File: src/rtl/puf_sig_slice_loader_pkg.sv
`default_nettype none
// ============================================================================
// Module      : puf_sig_loader_pkg
// Description : Shared types, error codes and width helpers for the PUF
//               signature slice loader and its slot bank.
// Revision    : 1.0 - initial release
// ============================================================================
package puf_sig_loader_pkg;

    typedef enum logic [1:0] {
        ST_IDLE = 2'd0,
        ST_LOAD = 2'd1,
        ST_READ = 2'd2,
        ST_DONE = 2'd3
    } state_t;

    localparam logic [1:0] ERR_NONE     = 2'd0;
    localparam logic [1:0] ERR_BUSY     = 2'd1;
    localparam logic [1:0] ERR_NOT_FULL = 2'd2;
    localparam logic [1:0] ERR_TIMEOUT  = 2'd3;

    // Number of slices that make up one signature
    function automatic int calc_ns(input int sig_w, input int slice_w);
        return sig_w / slice_w;
    endfunction

    // Slice counter width: must be able to hold the value NS
    function automatic int calc_cw(input int ns);
        return $clog2(ns + 1);
    endfunction

    // Index width for n entries, never narrower than one bit
    function automatic int calc_idx_w(input int n);
        return (n > 1) ? $clog2(n) : 1;
    endfunction

endpackage
`default_nettype wire

File: src/rtl/puf_sig_slot_bank.sv
`default_nettype none
// ============================================================================
// Module      : puf_sig_slot_bank
// Description : NUM_SLOTS x SIG_W signature storage organised as slices.
//               Slice 0 is the most significant slice of a signature.
//               One slice write port, one slice read port, one full-width
//               read of the same slot.
// Revision    : 1.0 - initial release
// ============================================================================
module puf_sig_slot_bank
    import puf_sig_loader_pkg::*;
#(
    parameter  int SIG_W     = 256,
    parameter  int SLICE_W   = 16,
    parameter  int NUM_SLOTS = 4,
    localparam int NS        = calc_ns(SIG_W, SLICE_W),
    localparam int SW        = calc_idx_w(NUM_SLOTS),
    localparam int IW        = calc_idx_w(NS)
) (
    input  logic               clk,
    input  logic               rst,
    input  logic               wr_en_i,
    input  logic [SW-1:0]      wr_slot_i,
    input  logic [IW-1:0]      wr_idx_i,
    input  logic [SLICE_W-1:0] wr_data_i,
    input  logic [SW-1:0]      rd_slot_i,
    input  logic [IW-1:0]      rd_idx_i,
    output logic [SLICE_W-1:0] rd_data_o,
    output logic [SIG_W-1:0]   rd_sig_o
);

    // Arrays are padded to a power of two so every index value is in range
    localparam int DEPTH   = 1 << SW;
    localparam int ENTRIES = 1 << IW;

    logic [SLICE_W-1:0] mem_q [DEPTH][ENTRIES];

    // Slice storage: cleared on reset, one slice written per cycle
    always_ff @(posedge clk) begin
        if (rst) begin
            for (int s = 0; s < DEPTH; s++) begin
                for (int k = 0; k < ENTRIES; k++) begin
                    mem_q[s][k] <= '0;
                end
            end
        end else if (wr_en_i) begin
            mem_q[wr_slot_i][wr_idx_i] <= wr_data_i;
        end
    end

    assign rd_data_o = mem_q[rd_slot_i][rd_idx_i];

    // Slice k lands at the k-th slice position counting down from the MSB
    for (genvar k = 0; k < NS; k++) begin : g_pack
        assign rd_sig_o[SIG_W-1-k*SLICE_W -: SLICE_W] = mem_q[rd_slot_i][k];
    end

endmodule
`default_nettype wire

File: src/rtl/puf_sig_slice_loader.sv
`default_nettype none
// ============================================================================
// Module      : puf_sig_slice_loader
// Description : Assembles SIG_W-bit PUF signatures from SLICE_W-bit GPIO
//               slices into one of NUM_SLOTS slots, reads completed slots
//               back slice by slice, and reports abort/timeout/misuse errors.
// Revision    : 1.0 - initial release
// ============================================================================
module puf_sig_slice_loader
    import puf_sig_loader_pkg::*;
#(
    parameter  int SIG_W     = 256,
    parameter  int SLICE_W   = 16,
    parameter  int NUM_SLOTS = 4,
    parameter  int TIMEOUT   = 1024,
    localparam int NS        = calc_ns(SIG_W, SLICE_W),
    localparam int SW        = calc_idx_w(NUM_SLOTS),
    localparam int CW        = calc_cw(NS)
) (
    input  logic                 clk,
    input  logic                 rst,
    input  logic                 start,
    input  logic                 mode,
    input  logic [SW-1:0]        slot_sel,
    input  logic                 abort,
    input  logic                 slice_wr,
    input  logic [SLICE_W-1:0]   slice_in,
    input  logic                 slice_rd,
    output logic [SLICE_W-1:0]   slice_out,
    output logic                 slice_out_valid,
    output logic [SIG_W-1:0]     sig_out,
    output logic                 sig_valid,
    output logic [SW-1:0]        sig_slot,
    output logic [NUM_SLOTS-1:0] slot_full,
    output logic                 busy,
    output logic [CW-1:0]        slice_cnt,
    output logic                 err,
    output logic [1:0]           err_code
);

    localparam int IW    = calc_idx_w(NS);
    localparam int TW    = $clog2(TIMEOUT);
    localparam int DEPTH = 1 << SW;
    localparam logic [SIG_W-1:0] LOW_MASK = SIG_W'({SLICE_W{1'b1}});

    if (((SIG_W % SLICE_W) != 0) || (NUM_SLOTS < 1) || (TIMEOUT < 2)) begin : g_param_check
        $error("puf_sig_slice_loader: SIG_W must be a multiple of SLICE_W, NUM_SLOTS>=1, TIMEOUT>=2");
    end

    state_t               state_q, state_d;
    logic [SW-1:0]        slot_q, slot_d;
    logic [CW-1:0]        cnt_q, cnt_d;
    logic [TW-1:0]        timer_q, timer_d;
    logic [DEPTH-1:0]     full_q, full_d;
    logic [SLICE_W-1:0]   slice_out_q, slice_out_d;
    logic                 slice_out_valid_q, slice_out_valid_d;
    logic [SIG_W-1:0]     sig_out_q, sig_out_d;
    logic                 sig_valid_q, sig_valid_d;
    logic [SW-1:0]        sig_slot_q, sig_slot_d;
    logic                 busy_q;
    logic                 err_q, err_d;
    logic [1:0]           err_code_q, err_code_d;

    logic                 w_bank_wr;
    logic [IW-1:0]        w_idx;
    logic [SLICE_W-1:0]   w_rd_slice;
    logic [SIG_W-1:0]     w_rd_sig;
    logic [SIG_W-1:0]     w_merged;
    logic                 w_last;
    logic                 w_tmo;

    assign w_idx  = cnt_q[IW-1:0];
    assign w_last = (cnt_q == CW'(NS - 1));
    assign w_tmo  = (timer_q == TW'(TIMEOUT - 1));
    // The final slice is the least significant one; splice it in so the
    // completed signature can be published in the same cycle it arrives.
    assign w_merged = (w_rd_sig & ~LOW_MASK) | SIG_W'(slice_in);

    puf_sig_slot_bank #(
        .SIG_W     (SIG_W),
        .SLICE_W   (SLICE_W),
        .NUM_SLOTS (NUM_SLOTS)
    ) u_bank (
        .clk       (clk),
        .rst       (rst),
        .wr_en_i   (w_bank_wr),
        .wr_slot_i (slot_q),
        .wr_idx_i  (w_idx),
        .wr_data_i (slice_in),
        .rd_slot_i (slot_q),
        .rd_idx_i  (w_idx),
        .rd_data_o (w_rd_slice),
        .rd_sig_o  (w_rd_sig)
    );

    // Next-state and output decode for the transfer controller
    always_comb begin
        state_d           = state_q;
        slot_d            = slot_q;
        cnt_d             = cnt_q;
        timer_d           = timer_q;
        full_d            = full_q;
        slice_out_d       = slice_out_q;
        slice_out_valid_d = 1'b0;
        sig_out_d         = sig_out_q;
        sig_valid_d       = 1'b0;
        sig_slot_d        = sig_slot_q;
        err_d             = 1'b0;
        err_code_d        = err_code_q;
        w_bank_wr         = 1'b0;

        if (start && (state_q != ST_IDLE)) begin
            err_d      = 1'b1;
            err_code_d = ERR_BUSY;
        end

        case (state_q)
            ST_IDLE: begin
                if (start) begin
                    if (mode) begin
                        state_d          = ST_LOAD;
                        slot_d           = slot_sel;
                        full_d[slot_sel] = 1'b0;
                        cnt_d            = '0;
                        timer_d          = '0;
                    end else if (full_q[slot_sel]) begin
                        state_d = ST_READ;
                        slot_d  = slot_sel;
                        cnt_d   = '0;
                        timer_d = '0;
                    end else begin
                        err_d      = 1'b1;
                        err_code_d = ERR_NOT_FULL;
                    end
                end
            end
            ST_LOAD: begin
                if (abort) begin
                    state_d = ST_IDLE;
                end else if (slice_wr) begin
                    w_bank_wr = 1'b1;
                    cnt_d     = cnt_q + CW'(1);
                    timer_d   = '0;
                    if (w_last) begin
                        state_d        = ST_DONE;
                        full_d[slot_q] = 1'b1;
                        sig_out_d      = w_merged;
                        sig_slot_d     = slot_q;
                        sig_valid_d    = 1'b1;
                    end
                end else if (w_tmo) begin
                    state_d    = ST_IDLE;
                    err_d      = 1'b1;
                    err_code_d = ERR_TIMEOUT;
                end else begin
                    timer_d = timer_q + TW'(1);
                end
            end
            ST_READ: begin
                if (abort) begin
                    state_d = ST_IDLE;
                end else if (slice_rd) begin
                    slice_out_d       = w_rd_slice;
                    slice_out_valid_d = 1'b1;
                    cnt_d             = cnt_q + CW'(1);
                    timer_d           = '0;
                    if (w_last) begin
                        state_d = ST_IDLE;
                    end
                end else if (w_tmo) begin
                    state_d    = ST_IDLE;
                    err_d      = 1'b1;
                    err_code_d = ERR_TIMEOUT;
                end else begin
                    timer_d = timer_q + TW'(1);
                end
            end
            ST_DONE: begin
                state_d = ST_IDLE;
            end
            default: begin
                state_d = ST_IDLE;
            end
        endcase
    end

    // State and registered outputs
    always_ff @(posedge clk) begin
        if (rst) begin
            state_q           <= ST_IDLE;
            slot_q            <= '0;
            cnt_q             <= '0;
            timer_q           <= '0;
            full_q            <= '0;
            slice_out_q       <= '0;
            slice_out_valid_q <= 1'b0;
            sig_out_q         <= '0;
            sig_valid_q       <= 1'b0;
            sig_slot_q        <= '0;
            busy_q            <= 1'b0;
            err_q             <= 1'b0;
            err_code_q        <= ERR_NONE;
        end else begin
            state_q           <= state_d;
            slot_q            <= slot_d;
            cnt_q             <= cnt_d;
            timer_q           <= timer_d;
            full_q            <= full_d;
            slice_out_q       <= slice_out_d;
            slice_out_valid_q <= slice_out_valid_d;
            sig_out_q         <= sig_out_d;
            sig_valid_q       <= sig_valid_d;
            sig_slot_q        <= sig_slot_d;
            busy_q            <= (state_d != ST_IDLE);
            err_q             <= err_d;
            err_code_q        <= err_code_d;
        end
    end

    assign slice_out       = slice_out_q;
    assign slice_out_valid = slice_out_valid_q;
    assign sig_out         = sig_out_q;
    assign sig_valid       = sig_valid_q;
    assign sig_slot        = sig_slot_q;
    assign slot_full       = full_q[NUM_SLOTS-1:0];
    assign busy            = busy_q;
    assign slice_cnt       = cnt_q;
    assign err             = err_q;
    assign err_code        = err_code_q;

endmodule
`default_nettype wire

File: config.mk
export PLATFORM = sky130hd
export DESIGN_NAME = puf_sig_slice_loader
export DESIGN_NICKNAME = d
export VERILOG_FILES = /design/src/rtl/puf_sig_slice_loader_pkg.sv /design/src/rtl/puf_sig_slot_bank.sv /design/src/rtl/puf_sig_slice_loader.sv
export SDC_FILE = /design/constraint.sdc
export NUM_CORES = 2
export LEC_CHECK = 0
export CAP_MARGIN = 20
export CELL_PAD_IN_SITES_DETAIL_PLACEMENT = 0
export CELL_PAD_IN_SITES_GLOBAL_PLACEMENT = 1
export CORE_UTILIZATION = 35
export CTS_CLUSTER_DIAMETER = 80
export CTS_CLUSTER_SIZE = 16
export DETAILED_ROUTE_END_ITERATION = 7
export PLACE_DENSITY = 0.66
export SYNTH_ARGS = -nofsm -noshare
export SYNTH_HDL_FRONTEND = slang
export SYNTH_SLANG_ARGS = --single-unit
File: constraint.sdc
create_clock -name clk -period 4.4 [get_ports clk]
set_input_delay 1.32 -clock clk [delete_from_list [all_inputs] [get_ports clk]]
set_output_delay 1.32 -clock clk [all_outputs]
set_load 0.02 [all_outputs]
Word-level counts from Yosys, hierarchy flattened --
Memory sizes are Yosys's and may differ from the RTL's. A register that Yosys moved wholly into a read port is not among the register bits. Cells that the tools add are included.
Storage, ports and cells: flip-flop bits (word level) 303, memory bits (writable) 1024, bits of input ports 25, output and inout bits 289, logic and storage cells 145, memories kept 1
Memory list:
- u_bank.mem_q | words 4, bits a word 256, read ports 1, clocked after Yosys merged registers in 1, wr ports 4, line puf_sig_slot_bank.sv:36 | logic [SLICE_W-1:0] mem_q [DEPTH][ENTRIES];
Cells by class: add/sub/neg operators 2, order comparisons 6, equal/unequal tests 13, multiplexer cells 82, bitwise logic cells 9, reduce and logical (&&, ||, !) cells 19
Operators with widths (count):
- $mux 256 | 3
- $or 256x16->256 | 1
- $reduce_or 256->1 | 1
- $mux 10 | 8
- $bmux 16 s4 | 1
- $demux 16 s4 | 1
- $mux 16 | 3
- $mux 2 | 24
- $mux 5 | 7
- $pmux 10 s3 | 1
- $mux 1 | 21
- $mux 4 | 5
- $pmux 5 s3 | 1
- $ne 2x2->1 const B | 7
- $add 10x1->10 const B | 1
- $eq 10x10->1 const B | 1
- $pmux 2 s4 | 1
- $pmux 4 s2 | 1
- $reduce_bool 2->1 | 4
- $reduce_and 7->1 | 1
- $lt 2x3->1 const B | 2
- $pmux 2 s3 | 1
- $reduce_and 3->1 | 2
- $reduce_and 6->1 | 1
- 23 further kinds | 32

Depth between registers and ports, before layout --
word-level depth 9, depth in mapped cells 11, gate-level depth less buffers 9

Cells and area by module --
From an unflattened synthesis, not the netlist that was laid out.
Unflattened totals: cell total of the unflattened synthesis 4357, area total of the unflattened synthesis 57430.1 um2
Modules (own cells, without submodules):
- puf_sig_slot_bank | times used 1, cells an instance 2956, area each 46270.6 um2, sequential area each 30749.5 um2
- puf_sig_slice_loader | times used 1, cells an instance 1401, area each 11159.5 um2, sequential area each 6065.8 um2

Least setup slack after synthesis --
OpenSTA, ideal clock, no wires.
kind input to register, start in abort, end mem u_bank.mem_q[0][80] in the netlist's numbering (enable), setup time 0.411 ns, data arrival time 3.238 ns, required time 3.989 ns, setup slack 0.751 ns, stages on the path 5, path buffers 1, cell sequence clkbuf_1 > nor2_1 > and3_1 > nand2_1 > o21ai_0
RTL lines:
- from (decl) | line puf_sig_slice_loader.sv:25 | input logic abort,
- to (decl) | line puf_sig_slot_bank.sv:36

Worst setup path after layout --
start reg cnt_q[1], in the netlist slice_cnt[1], end out slice_cnt[1]
RTL lines:
- from (decl) | line puf_sig_slice_loader.sv:52 | logic [CW-1:0] cnt_q, cnt_d;
- from (signal assigned) | line puf_sig_slice_loader.sv:206 | cnt_q <= cnt_d;
- to (decl) | line puf_sig_slice_loader.sv:36 | output logic [CW-1:0] slice_cnt,
No word-level cell between the ends.

==> run metrics <==
slowest stage cell, crit path=dfxtp_2; HPWL Detailed=121,000 um; # rows=148; PortBufs=313; most common flop cell mapped by yosys=edfxtp_1; drt initial violations=4,108; RSZ-0062 raised after global routing=false; Worst EP arrival=2.38 ns; main combinational cell family by area after synthesis=simple AND/OR/NAND/NOR gates; Post-Syn Area=57,400 sq um; Tcrit/Tclk final=84.0%; CORE AREA=163,000 sq um; post_cts resized=0; Clock Root Buffer=clkbuf_16; Cells after Synth=4,375; Slew Limit Fails=0; critical path type=reg -> out; Area contributors post-synth=edfxtp_1 54%, and2_1 11%, dfxtp_1 11%; Fin. Hold Viols=0; final net count=4,679; GPL Wtd Cong=0.840; TritonCTS clock tree=done; final number of setup-violating endpoints=0; placed inst area=63,700 sq um; total negative slack=0 ns; Least-Margin Pin Slew=1.02 ns; sequential-to-total area share from yosys stat=64.2%; Synth Area in Simple Gates=16.8%; DR pass1 iterations=7; crit start category=flop; cts bufs inserted=101; skew final=0.0543 ns; Total Routing Usage GR=21.9%; clk sinks=1,329; Worst Hold Depth=2; PwrDens=372 nW/um^2; Die X=407 um; Reg2Reg Depth=6; CP cell instances=buf_4 -> clkdlybuf4s50_1; Ports=314; synthesized area per cell=13.1 sq um; Synth cell types=59; hold crit path type=reg -> reg; CTS hold repair buffers=0; largest fanout on the critical path=17; Synth Area in Compound Gates=5.27%; DRT antenna net count=0; Max Cap Viol=0; Max Fclk=270 MHz; WP data required=3.08 ns; first-pass GRT wire length=258,000 um; drt wl/cell=26.5 um; mux share of post-synthesis cell area=10.7%; Syn Nets=4,410; Relative slew margins=32.0%; global route total overflow=0; vias per cell=5.23; cell area after layout=66,800 sq um; Die Y=407 um; R2R Setup Slk=1.05 ns; area fraction of the dominant cell type after synthesis=53.5%; Setup crit end kind=output port; Post-synth EDFFs=1,024; P&R area growth vs syn=16.4%; Adder-Cell Fraction of Synth Area=0.218%; initial core utilization=35.3%; synthesized flop and latch total=1,329; DRC Markers=0; maximum VDD drop=305 uV; Synth Warn #=0; DRT Wirelength=183,000 um; outcome=finished, final reports clean; via count=36,100; Skew-Pair Late Insertion Delay=0.76 ns; number of global-route vias before repair=34,900; largest net degree at the start of global routing=102; asr flop ratio synth=0%; die area=166,000 sq um; postcts setup bufs=0; H-tree Lvls=3; xor/xnor share of the synthesized area=0.0153%; fin crit period=3.70 ns; leak pwr=23.0 nW; count leader, synth=and2_1; top cells by count, synth=1,027 x and2_1, 1,024 x edfxtp_1, 599 x nand2_1; share of cells above drive strength 1=14.0%; largest area contributor in the netlist=edfxtp_1; Clock Path Buffers=3; Crit path largest cell delay=0.66 ns; initial antenna violation count=7; clock-pin slew on the worst setup and hold paths=0.08 ns
cell usage in the layout, fill, tap and decap left out, types with 5 or more instances in the layout:
master              n
edfxtp_1         1024
nand2b_1            8
buf_4             224
clkdlybuf4s50_1   296
nand4_1             5
nor2b_1             5
ha_1               10
mux2i_1            18
and3_1              7
a221o_1             5
clkbuf_16         105
and2_1           1027
dfxtp_1           302
a22oi_1            45
a22o_1              5
nand2_1           598
o221ai_1            5
diode_2             5
nor3_1             10
o211ai_1            6
o21ai_0            22
inv_1              10
nand3_1            18
buf_2               5
buf_12             21
a21oi_1           301
o22ai_1            33
nor2_1            124
clkbuf_1           54
mux4_2            265
a211oi_1            9
o21ai_1            64
layer usage:
| metal | up-vias | global-route usage, % | part of all wire, % |
|---|---|---|---|
| met5 | - | 0 | 0.011 |
| met4 | 2 | 5.41 | 2.2 |
| met3 | 197 | 4.50 | 8.9 |
| met2 | 1363 | 34.3 | 46 |
| met1 | 18500 | 31.0 | 43 |
| li1 | 16100 | - | - |
critical path, delay by kind of cell (launching register included):
kind / cells / cell delay, ns
DFF: 1 / 0.66
buffers and inverters: 2 / 0.95
state kept, by name (all words and copies together), names as in the netlist, named ones only:
name             cells
busy                 1
err                  1
err_code             2
sig_out            256
sig_slot             2
sig_valid            1
slice_cnt            5
slice_out           16
slice_out_valid      1
slot_full            4
slot_q               2
state_q              2
timer_q             10
u_bank.mem_q      1024
layout make-up:
type	instances	area, sq um
fillers	15100	95900
flip-flops and latches	1329	36900
multi-input cells	2652	19000
repair buffers	547	5100
clock buffers	164	2890
well taps	2175	2720
clock inverters	23	230
inverters	13	48.8
diodes	5	12.5
metrics by stage:
step / setup slack, ns / instances / hold slack (ns) / total power, mW / utilization [%]
final: 0.702 / 6908 / 0.455 / 24.9 / 41.1
after global routing: 0.642 / 6903 / 0.474 / 25.6 / 41.0
after CTS: 0.614 / 6902 / 0.458 / 25.1 / 41.0
after detailed placement: 0.299 / 6715 / 0.448 / 15.9 / 39.1
after global placement: 0.254 / 6715 / 0.442 / 15.9 / 39.1
after floorplan: 0.751 / 4375 / 0.456 / 15.0 / -
final timing paths:
| check | end | startpoint |
|---|---|---|
| max | slice_cnt[1] | slice_cnt[1] |
| min | sig_out[16] | sig_out[16] |
| max reg2reg | slice_out[10] | flop |
| min reg2reg | sig_out[16] | sig_out[16] |
power breakdown:
| group | switching [mW] | internal, mW |
|---|---|---|
| Clock | 4.69 | 4.59 |
| Combinational | 1.19 | 0.510 |
| Sequential | 0.108 | 13.8 |
kinds of logic after synthesis:
| logic type | count (synthesis) |
|---|---|
| AND/OR/NAND/NOR | 1829 |
| flip-flops | 1329 |
| AO/OA/AOI/OAI | 529 |
| buffers and inverters | 394 |
| multiplexers | 283 |
| adder cells (fa/ha/maj) | 10 |
| XOR/XNOR | 1 |
Note: power is estimated with default switching activity, not from simulation.
